==> src/rtl/drum_lod_pipe.sv <==
// Two-stage DRUM leading-one / segment extraction pipeline.
// Stage 1 captures the operand with its leading-one index. Stage 2 produces the
// truncated segment, its restoring shift and a zero flag. Both stages use a
// valid/ready handshake and stall together under backpressure.
module drum_lod_pipe #(
   parameter int unsigned WIDTH = 16,
   parameter int unsigned K     = 6,
   parameter int unsigned IDXW  = $clog2(WIDTH)
) (
   input  logic             clk,
   input  logic             rst,
   input  logic             in_valid,
   output logic             in_ready,
   input  logic [WIDTH-1:0] in_a,
   output logic             out_valid,
   input  logic             out_ready,
   output logic [IDXW-1:0]  out_idx,
   output logic [K-1:0]     out_seg,
   output logic [IDXW-1:0]  out_shift,
   output logic             out_zero
);

   logic             s1_valid;
   logic [WIDTH-1:0] s1_a;
   logic [IDXW-1:0]  s1_idx;
   logic             s2_valid;
   logic             s1_adv;
   logic [IDXW-1:0]  lod_idx;
   logic [K-1:0]     seg_d;
   logic [IDXW-1:0]  shift_d;
   logic             zero_d;
   logic [WIDTH-1:0] a_shr;

   // Handshake: stage 1 may move on whenever stage 2 is empty or draining.
   always_comb begin
      s1_adv    = !s2_valid || out_ready;
      in_ready  = !s1_valid || s1_adv;
      out_valid = s2_valid;
   end

   // Priority encoder: the highest set bit wins because it is visited last.
   always_comb begin
      lod_idx = '0;
      for (int i = 0; i < WIDTH; i++) begin
         if (in_a[i]) begin
            lod_idx = IDXW'(i);
         end
      end
   end

   // Stage 1 register: operand and leading-one index.
   always_ff @(posedge clk) begin
      if (rst) begin
         s1_valid <= 1'b0;
         s1_a     <= '0;
         s1_idx   <= '0;
      end else if (in_ready) begin
         s1_valid <= in_valid;
         if (in_valid) begin
            s1_a   <= in_a;
            s1_idx <= lod_idx;
         end
      end
   end

   // Segment extraction: small operands pass unmodified, larger ones are
   // truncated to K bits below the leading one with the LSB forced high.
   always_comb begin
      seg_d   = '0;
      shift_d = '0;
      a_shr   = '0;
      zero_d  = (s1_a == '0);
      if (!zero_d) begin
         if (s1_idx < IDXW'(K)) begin
            seg_d = s1_a[K-1:0];
         end else begin
            shift_d  = s1_idx - IDXW'(K - 1);
            a_shr    = s1_a >> shift_d;
            seg_d    = a_shr[K-1:0];
            seg_d[0] = 1'b1;
         end
      end
   end

   // Stage 2 register: result ports, held while the consumer stalls.
   always_ff @(posedge clk) begin
      if (rst) begin
         s2_valid  <= 1'b0;
         out_idx   <= '0;
         out_seg   <= '0;
         out_shift <= '0;
         out_zero  <= 1'b0;
      end else if (s1_adv) begin
         s2_valid <= s1_valid;
         if (s1_valid) begin
            out_idx   <= s1_idx;
            out_seg   <= seg_d;
            out_shift <= shift_d;
            out_zero  <= zero_d;
         end
      end
   end

endmodule

==> config.mk <==
export PLATFORM = sky130hd
export DESIGN_NAME = drum_lod_pipe
export DESIGN_NICKNAME = d
export VERILOG_FILES = /design/src/rtl/drum_lod_pipe.sv
export SDC_FILE = /design/constraint.sdc
export NUM_CORES = 1
export LEC_CHECK = 0
export ABC_CLOCK_PERIOD_IN_PS = 2550
export BUFFER_PORTS_ARGS = -buffer_cell sky130_fd_sc_hd__buf_2
export CORE_MARGIN = 2
export CORE_UTILIZATION = 55
export DETAILED_ROUTE_END_ITERATION = 7
export HOLD_SLACK_MARGIN = 0.06
export PLACE_DENSITY = 0.79
export SYNTH_ARGS = -nofsm -noshare
export SYNTH_HDL_FRONTEND = slang
export SYNTH_SLANG_ARGS = --single-unit
==> constraint.sdc <==
create_clock -name clk -period 2.55 [get_ports clk]
set_clock_uncertainty 0.2 [all_clocks]
set_input_delay 0.51 -clock clk [delete_from_list [all_inputs] [get_ports clk]]
set_output_delay 0.51 -clock clk [all_outputs]
set_load 0.1 [all_outputs]
==> key figures, run 1 <==
Status
  – Status: finished clean

Power and ir drop
  – VDD IR max: 0.435 mV
  – Final Power: 1.57 mW
  – LEAKAGE: 0.987 nW
  – Power per cell area: 657 mW/mm²

Setup path
  – WS Path Type: flop to flop
  – Reg2Reg Depth: 9
  – Worst r2r src: s1_idx[1]$_SDFFE_PP0P_
  – Crit path from: s1_idx[1]$_SDFFE_PP0P_
  – Critical path capture point type: flop
  – Top fanout value on the critical path: 7
  – Startpoint Class: flop
  – R2R Setup Slk: 150 ps
  – CP arrival: 2360 ps
  – WP data required: 2510 ps
  – RR Endpoint: out_seg[1]$_SDFFE_PP0P_

Placement
  – Placer Congestion: 0.973
  – Buffers on Ports: 36
  – Post-DP HPWL: 3950 µm

Route
  – Wirelength, routed: 5210 µm
  – Drt pass-1 iters: 4
  – Via count: 1964
  – Wire per inst: 16.0 µm
  – Vias per cell: 6.04
  – ANT nets after route: 0
  – Initial DRC count: 138
  – DRC: 0

Synth
  – Asr flop ratio synth: 0%
  – Distinct cells, synth: 46
  – Mapped Cells: 239
  – Yosys reg bits: 37
  – Register area share after synthesis: 36.3%
  – Post-synth EDFFs: 0
  – Synth Warn #: 0
  – Syn avg cell area: 8.54 µm²
  – Mapped Nets: 260
  – Mapped cell area: 0.00204 mm²
  – Synth Flop Type: dfxtp_1

Global route
  – Largest net degree at the start of global routing: 25
  – Initial antenna violation count: 0
  – Total gr overflow: 0
  – All-Layer GR Usage: 27.9%
  – First-pass GRT wire length: 9070 µm
  – Vias in the first global route: 1965

Final layout
  – Core Util, Final: 66.3%
  – Commonest non-fill, non-tap cells in the layout: nand2_1, buf_2, dfxtp_1
  – Commonest non-fill, non-tap cell in the layout: nand2_1
  – Area grow syn2layout: 17.2%
  – ANT cells: 0
  – Final-stage net count: 297
  – Layout cell share with drive strength beyond 1: 25.3%
  – Filler cells: 335

Floorplanning
  – Chip Height: 64.9 µm
  – Die X: 64.9 µm
  – Initial Util: 56.6%
  – # rows: 22
  – Core area: 0.00361 mm²
  – Die Footprint: 0.00421 mm²
  – IO Pins: 37

Hold path
  – Min-delay src: out_idx[0]$_SDFFE_PP0P_
  – Worst min path class: flop to flop
  – Hold-critical path endpoint: out_idx[0]$_SDFFE_PP0P_
  – WHS Path Cells: 2

STA
  – Rel. slew slack: 55.2%
  – Final hold slack: 256 ps
  – Slew at the pin closest to its max-slew limit: 671 ps
  – Final slew viol count: 0
  – Fmax: 416 MHz
  – Endpoints failing hold: 0
  – Final setup vio count: 0
  – Min Clock Period, post-route: 2400 ps
  – Final TNS setup: 0 ps
  – RSZ-0062 raised after global routing: false
  – Period utilization: 94.3%

Clock network
  – Root buffer cell: clkbuf_8
  – Clock tree buffer depth: 2
  – Clk_lat worst skew: 280 ps
  – CTS buffer count: 5
  – CTS sink count: 37
  – Postcts setup bufs: 0
  – CTS tree: yes
  – Htree depth: 2
  – CTS Hold Buffers Added: 0
  – Clock transition at the registers of the reported paths: 70 ps

Flow run
  – Max-cap viol count: 0
-- metrics by stage --
step	area, µm²	setup WS, ps	cells
detailed placement	2270	153	317
global route	2390	10.3	325
finish	2390	146	325
global placement	2270	232	317
CTS	2390	142	325
floorplan	2040	163	239
-- kinds of logic after synthesis --
group,synth area share (%)
adders and majority gates,0.613
muxes,15.6
and+or+nand+nor,19.8
buffers and inverters,5.40
AOI/OAI and AO/OA,19.7
DFF,36.3
xor gates and xnor gates,2.58
-- worst max-delay path by stage --
stage | endpoint | slack [ps] | cells past startpoint
CTS | out_seg[1]$_SDFFE_PP0P_ | 140 | 9
global route | out_seg[1]$_SDFFE_PP0P_ | 10 | 9
detailed placement | out_seg[1]$_SDFFE_PP0P_ | 150 | 9
global placement | out_seg[1]$_SDFFE_PP0P_ | 230 | 9
finish | out_seg[1]$_SDFFE_PP0P_ | 150 | 9
floorplan | s1_a[3]$_SDFFE_PP0P_ | 160 | 6
-- sequential cells by signal, indices dropped and copies added (netlist names) --
register   count
out_idx        4
out_seg        6
out_shift      4
out_valid      1
out_zero       1
s1_a          16
s1_idx         4
s1_valid       1
-- metal layers --
metal  up-vias  wire (µm)  track usage, %  part of all wire [%]
met1       903       2210            34.9                    42
met4         0        106            8.78                   2.0
met3        12        358            6.08                   6.9
met2       105       2540            47.7                    49
met5         -          0               0                     0
li1        944          -               -                     -
-- where the power goes --
part	switching [mW]	internal, mW
Clock	0.201	0.319
Combinational	0.257	0.144
Sequential	0.0400	0.610
Total	0.498	1.07
-- area by class of cell --
class	count	area, µm²	share of cell area [%]
clock inverter	1	30.0	1.26
tap	48	60.1	2.51
inverter	8	30.0	1.26
timing repair buffer	45	248	10.4
multi-input combinational	179	1190	50.0
clock buffer	7	86.3	3.61
sequential	37	742	31.0
-- Yosys cell counts, drive strengths merged (2+ instances only) --
master / instances / area, µm²
nand3: 2 / 10.0
nor2: 19 / 71.3
nor3: 6 / 30.0
nand2b: 2 / 12.5
mux2i: 9 / 90.1
inv: 8 / 30.0
dfxtp: 37 / 741
clkbuf: 7 / 26.3
o31ai: 3 / 22.5
nand4: 2 / 12.5
buf: 8 / 53.8
a22oi: 5 / 37.5
and2: 2 / 12.5
a21oi: 29 / 149
o21ai: 8 / 40.0
nand2: 51 / 191
mux4: 10 / 229
xor2: 2 / 36.3
nor4: 6 / 37.5
o311ai: 3 / 26.3
nor2b: 2 / 12.5
-- worst max-delay path, cell delays in order, from the launching register on --
cell       delay [ps]
dfxtp_1           430
inv_1             100
ha_2              440
buf_4             190
mux2i_1           220
o21ai_0           150
o2111ai_2         190
o311ai_1          110
a22oi_1           170
nor2_1             70
-- repair_timing --
item / CTS / global route
endpoints found under the setup margin: 0 / 1
gates resized for setup: 0 / 1
endpoints found under the hold margin: 0 / 0
No activity file was read; power rests on OpenSTA's default activity.
==> run 2, diff against run 1 <==
Settings changed: CORE_ASPECT_RATIO set to 0.8.
==> run 2 against run 1 <==
Net effect:
- worst hold slack lost 1.7 ps
- core utilization grew 1.8 points
- non-clock buffer count shrank 1
- global-route usage shrank 0.91 points
- fmax grew 2.3%
- setup slack gained 54 ps
- critical path type unchanged
- largest power group unchanged
- highest routed layer unchanged
==> key figures, run 2 (synthesis results as in run 1) <==
STA
  – Final TNS setup: 0 ps
  – RSZ-0062 raised after global routing: false
  – Endpoints failing hold: 0
  – Final slew viol count: 0
  – Final setup vio count: 0
  – Fmax: 425 MHz
  – Slew at the pin closest to its max-slew limit: 677 ps
  – Period utilization: 92.2%
  – Min Clock Period, post-route: 2350 ps
  – Rel. slew slack: 54.9%

Final layout
  – Core Util, Final: 68.1%
  – Largest register FFs: 16
  – Final-stage net count: 296
  – Commonest non-fill, non-tap cell in the layout: nand2_1
  – Area grow syn2layout: 16.7%
  – Biggest regs: s1_a (16), out_seg (6)
  – Commonest non-fill, non-tap cells in the layout: nand2_1, buf_2, dfxtp_1
  – Layout cell share with drive strength beyond 1: 25.0%
  – Top reg by flops: s1_a
  – Non-Filler Instances: 318
  – Final instance area: 0.00238 mm²
  – Filler cells: 293
  – ANT cells: 0
  – Seq. cell area: 742 µm²
  – Multi-input gate area: 0.00120 mm²

Flow run
  – Max-cap viol count: 0

Clock network
  – CTS Hold Buffers Added: 0
  – Root buffer cell: clkbuf_8
  – Clock tree buffer depth: 2
  – Clk_lat worst skew: 290 ps
  – CTS buffer count: 5
  – Postcts setup bufs: 0
  – Htree depth: 2
  – CTS sink count: 37
  – CTS tree: yes
  – Clock transition at the registers of the reported paths: 70 ps

Power and ir drop
  – Switching portion of total power: 32.6%
  – Power per cell area: 655 mW/mm²
  – Final Power: 1.56 mW
  – Internal cell power: 1.05 mW
  – VDD IR max: 0.551 mV
  – LEAKAGE: 0.980 nW
  – Clk pwr share: 32.5%
  – Seq pwr share: 41.6%
  – Switching power: 0.508 mW
  – Combinational share of power: 25.9%

Setup path
  – CP max-delay cell: dfxtp_1
  – Top fanout value on the critical path: 10
  – Crit path from: s1_idx[1]$_SDFFE_PP0P_
  – WS Path Type: flop to flop
  – Crit path cell chain: inv_1, ha_4, buf_4, mux2i_1, o21ai_0, nand4_1, o311ai_1, a32o_1
  – Highest cell delay on the worst timing path: 410 ps
  – Worst r2r src: s1_idx[1]$_SDFFE_PP0P_
  – Startpoint Class: flop
  – CP arrival: 2340 ps
  – Critical path capture point type: flop
  – WP data required: 2540 ps

Placement
  – Buffers on Ports: 36
  – DP Cell Count: 310
  – Area after DPL: 0.00226 mm²
  – Placer Congestion: 1.03
  – Post-DP HPWL: 3680 µm

Floorplanning
  – Chip Height: 58.5 µm
  – Initial Util: 58.4%
  – # rows: 19
  – Core area: 0.00349 mm²
  – Die X: 72.1 µm
  – Die Footprint: 0.00422 mm²
  – IO Pins: 37

Global route
  – Vias in the first global route: 1818
  – Largest net degree at the start of global routing: 22
  – All-Layer GR Usage: 27.0%
  – First-pass GRT wire length: 8730 µm
  – Total gr overflow: 0
  – Initial antenna violation count: 0

Route
  – Via count: 1943
  – Initial DRC count: 277
  – Wirelength, routed: 5100 µm
  – DRC: 0
  – Vias per cell: 6.11
  – Wire per inst: 16.0 µm
  – Drt pass-1 iters: 4
  – ANT nets after route: 0

Status
  – Status: finished clean

Hold path
  – Worst min path class: primary input to flop
  – Min-delay src: in_valid
[run 2: changes by cell type in the layout (fill, tap and decap cells not counted)]
cell | previous run | this run
buf_4 | 9 | 8
clkbuf_8 | 6 | 5
clkinv_4 | 0 | 1
ha_4 | 0 | 1
ha_2 | 1 | 0
[run 2: layout make-up]
type | count | share of cell area [%]
clock buffers | 6 | 3.05
clock inverters | 2 | 1.63
inverters | 8 | 1.26
multi-input cells | 179 | 50.6
flip-flops and latches | 37 | 31.2
well taps | 42 | 2.21
repair buffers | 44 | 10.1
[run 2: metrics by stage]
stage / worst slack, ps / hold slack [ps]
global placement: 184 / 231
detailed placement: 82.2 / 247
floorplan: 163 / 249
CTS: 39.9 / 254
finish: 200 / 254
global route: 58.2 / 252
[run 2: final timing paths]
path / cells past startpoint / slack (ps) / to
min: 3 / 250 / s1_valid$_SDFFE_PP0N_
min reg2reg: 2 / 260 / out_seg[0]$_SDFFE_PP0P_
max reg2reg: 8 / 200 / out_seg[5]$_SDFFE_PP0P_
max: 8 / 200 / out_seg[5]$_SDFFE_PP0P_
[run 2: timing repair]
| item | in CTS | in global routing |
|---|---|---|
| endpoints found under the setup margin | 0 | 3 |
| gates resized for setup | 0 | 2 |
| endpoints found under the hold margin | 0 | 0 |
[run 2: metal layers]
| layer | track usage [%] | wire [µm] | up-vias |
|---|---|---|---|
| li1 | - | - | 939 |
| met4 | 9.70 | 89 | 0 |
| met1 | 37.5 | 2290 | 907 |
| met3 | 4.79 | 390 | 11 |
| met2 | 42.5 | 2320 | 86 |
| met5 | 0 | 0 | - |
[run 2: power groups by stage]
stage | logic (mW) | clock network (mW) | registers, mW
6_report | 0.403 | 0.507 | 0.648
2_1_floorplan | 0.232 | 0 | 0.730
4_1_cts | 0.392 | 0.509 | 0.647
3_5_place_dp | 0.389 | 0 | 0.661
5_1_grt | 0.437 | 0.540 | 0.653
3_3_place_gp | 0.387 | 0 | 0.659
[run 2: worst max-delay path: cells and delay by family (launching register included)]
family                   cells  cell delay (ps)
multiplexers                 1              250
adder cells (fa/ha/maj)      1              370
buffers and inverters        2              300
AND/OR/NAND/NOR              1              130
flip-flops                   1              410
AO/OA/AOI/OAI                3              580
==> run 3, diff against run 2 <==
Settings changed: BUFFER_PORTS_ARGS -buffer_cell sky130_fd_sc_hd__buf_2 to -buffer_cell sky130_fd_sc_hd__buf_4.
==> run 3 against run 2 <==
Net effect:
- non-clock buffer count fell by 1
- sequential share of layout area fell by 1.2 points
- via count rose by 1.7%
- first-iteration DRC count fell by 41%
- core utilization rose by 2.8 points
- wire length rose by 0.59%
- fmax fell by 0.98%
- global-route usage fell by 0.51 points
- power rose by 7.9%
- clock-buffer cell count fell by 1
- critical endpoint is now out_seg[1]$_SDFFE_PP0P_
- combinational power rose by 2%
- setup slack got worse by 23 ps
==> key figures, run 3 (synthesis results as in run 1) <==
Status
  – Status: finished clean

Clock network
  – Clock tree buffer depth: 2
  – CTS buffer count: 5
  – Clock transition at the registers of the reported paths: 80 ps
  – CTS tree: yes
  – Htree depth: 2
  – Postcts setup bufs: 0
  – Clk_lat worst skew: 300 ps
  – CTS sink count: 37
  – Root buffer cell: clkbuf_8

Power and ir drop
  – VDD IR max: 0.415 mV
  – Final Power: 1.68 mW
  – Power per cell area: 678 mW/mm²
  – LEAKAGE: 1.01 nW

Final layout
  – ANT cells: 0
  – Top reg by flops: s1_a
  – Final-stage net count: 295
  – Layout cell share with drive strength beyond 1: 25.1%
  – Filler cells: 289
  – Final instance area: 0.00248 mm²
  – Largest register FFs: 16
  – Area grow syn2layout: 21.5%
  – Seq. cell area: 742 µm²
  – Multi-input gate area: 0.00119 mm²
  – Biggest regs: s1_a (16), out_seg (6)
  – Commonest non-fill, non-tap cells in the layout: nand2_1, buf_4, dfxtp_1
  – Commonest non-fill, non-tap cell in the layout: nand2_1

Setup path
  – RR Endpoint: out_seg[1]$_SDFFE_PP0P_
  – CP arrival: 2350 ps
  – WS Path Type: flop to flop
  – Reg2Reg Depth: 9
  – Startpoint Class: flop
  – Worst r2r src: s1_idx[1]$_SDFFE_PP0P_
  – Crit path from: s1_idx[1]$_SDFFE_PP0P_
  – Critical path capture point type: flop
  – WP data required: 2530 ps
  – R2R Setup Slk: 180 ps
  – Top fanout value on the critical path: 7
  – Critical Path End: out_seg[1]$_SDFFE_PP0P_

Route
  – Initial DRC count: 163
  – Drt pass-1 iters: 4
  – Vias per cell: 6.24
  – Wire per inst: 16.2 µm
  – Via count: 1977
  – ANT nets after route: 0
  – Wirelength, routed: 5130 µm
  – DRC: 0

STA
  – Final setup vio count: 0
  – Slew at the pin closest to its max-slew limit: 615 ps
  – Rel. slew slack: 59.0%
  – Final TNS setup: 0 ps
  – RSZ-0062 raised after global routing: false
  – Min Clock Period, post-route: 2370 ps
  – Fmax: 421 MHz
  – Final WS setup: 177 ps
  – Endpoints failing hold: 0
  – Period utilization: 93.1%
  – Final slew viol count: 0

Floorplanning
  – Die X: 72.1 µm
  – IO Pins: 37
  – # rows: 19
  – Core area: 0.00349 mm²
  – Initial Util: 58.4%
  – Die Footprint: 0.00422 mm²
  – Chip Height: 58.5 µm

Global route
  – Largest net degree at the start of global routing: 38
  – Vias in the first global route: 1755
  – Total gr overflow: 0
  – All-Layer GR Usage: 26.5%
  – First-pass GRT wire length: 8540 µm
  – Initial antenna violation count: 0

Placement
  – Area after DPL: 0.00234 mm²
  – Post-DP HPWL: 3690 µm
  – Pre-CTS setup slack: 188 ps
  – Buffers on Ports: 36
  – Placer Congestion: 0.991

Flow run
  – Max-cap viol count: 0

Hold path
  – Worst min path class: primary input to flop
[run 3: cell count changes in the layout (fill, tap and decap cells not counted), sizes merged]
cell,before,now
buf,44,43
clkbuf,6,5
clkinv,1,0
bufinv,1,2
inv,8,9
[run 3: how the worst min path moves through the flow]
stage	from	end	slack [ps]	cells after the start
finish	in_valid	s1_valid$_SDFFE_PP0N_	230	3
floorplan	s1_a[0]$_SDFFE_PP0P_	s1_a[0]$_SDFFE_PP0P_	250	2
global route	in_valid	s1_valid$_SDFFE_PP0N_	270	3
CTS	in_valid	s1_valid$_SDFFE_PP0N_	230	3
detailed placement	out_seg[3]$_SDFFE_PP0P_	out_seg[3]$_SDFFE_PP0P_	240	2
global placement	out_seg[3]$_SDFFE_PP0P_	out_seg[3]$_SDFFE_PP0P_	240	2
[run 3: power by group]
part / switching [mW] / leakage [nW] / internal (mW)
clock network: 0.227 / 0.0687 / 0.394
registers: 0.0414 / 0.304 / 0.609
logic: 0.253 / 0.632 / 0.158
total: 0.521 / 1.01 / 1.16
[run 3: area by class of cell]
class	count	share of cell area (%)
Clock inverter	3	2.77
Inverter	8	1.21
Clock buffer	5	2.77
Timing Repair Buffer	43	13.0
Sequential cell	37	29.9
Multi-Input combinational cell	179	48.2
Tap cell	42	2.12
[run 3: what timing repair did]
| action | CTS | global route |
|---|---|---|
| setup endpoints to repair | 0 | 1 |
| hold buffers | 0 | 0 |
| resized for setup | 0 | 1 |
[run 3: through the flow]
step	instances	hold slack (ps)	utilization, %
5_1_grt	317	270	71.0
3_5_place_dp	309	244	67.0
4_1_cts	317	225	70.9
3_3_place_gp	309	240	67.0
2_1_floorplan	239	249	-
6_report	317	226	71.0
[run 3: critical path, stage by stage (launching register included)]
cell and delay, ps:
dfxtp_1 410, inv_1 110, ha_2 430, buf_4 170, mux2i_1 250, o21ai_0 160
o2111ai_2 180, o311ai_1 110, a22oi_1 180, nor2_1 50
[run 3: routing by layer]
layer | GRT usage (%) | wire length (µm)
met5 | 0 | 0
met4 | 7.01 | 57
met3 | 6.34 | 407
met2 | 40.9 | 2330
met1 | 37.5 | 2330
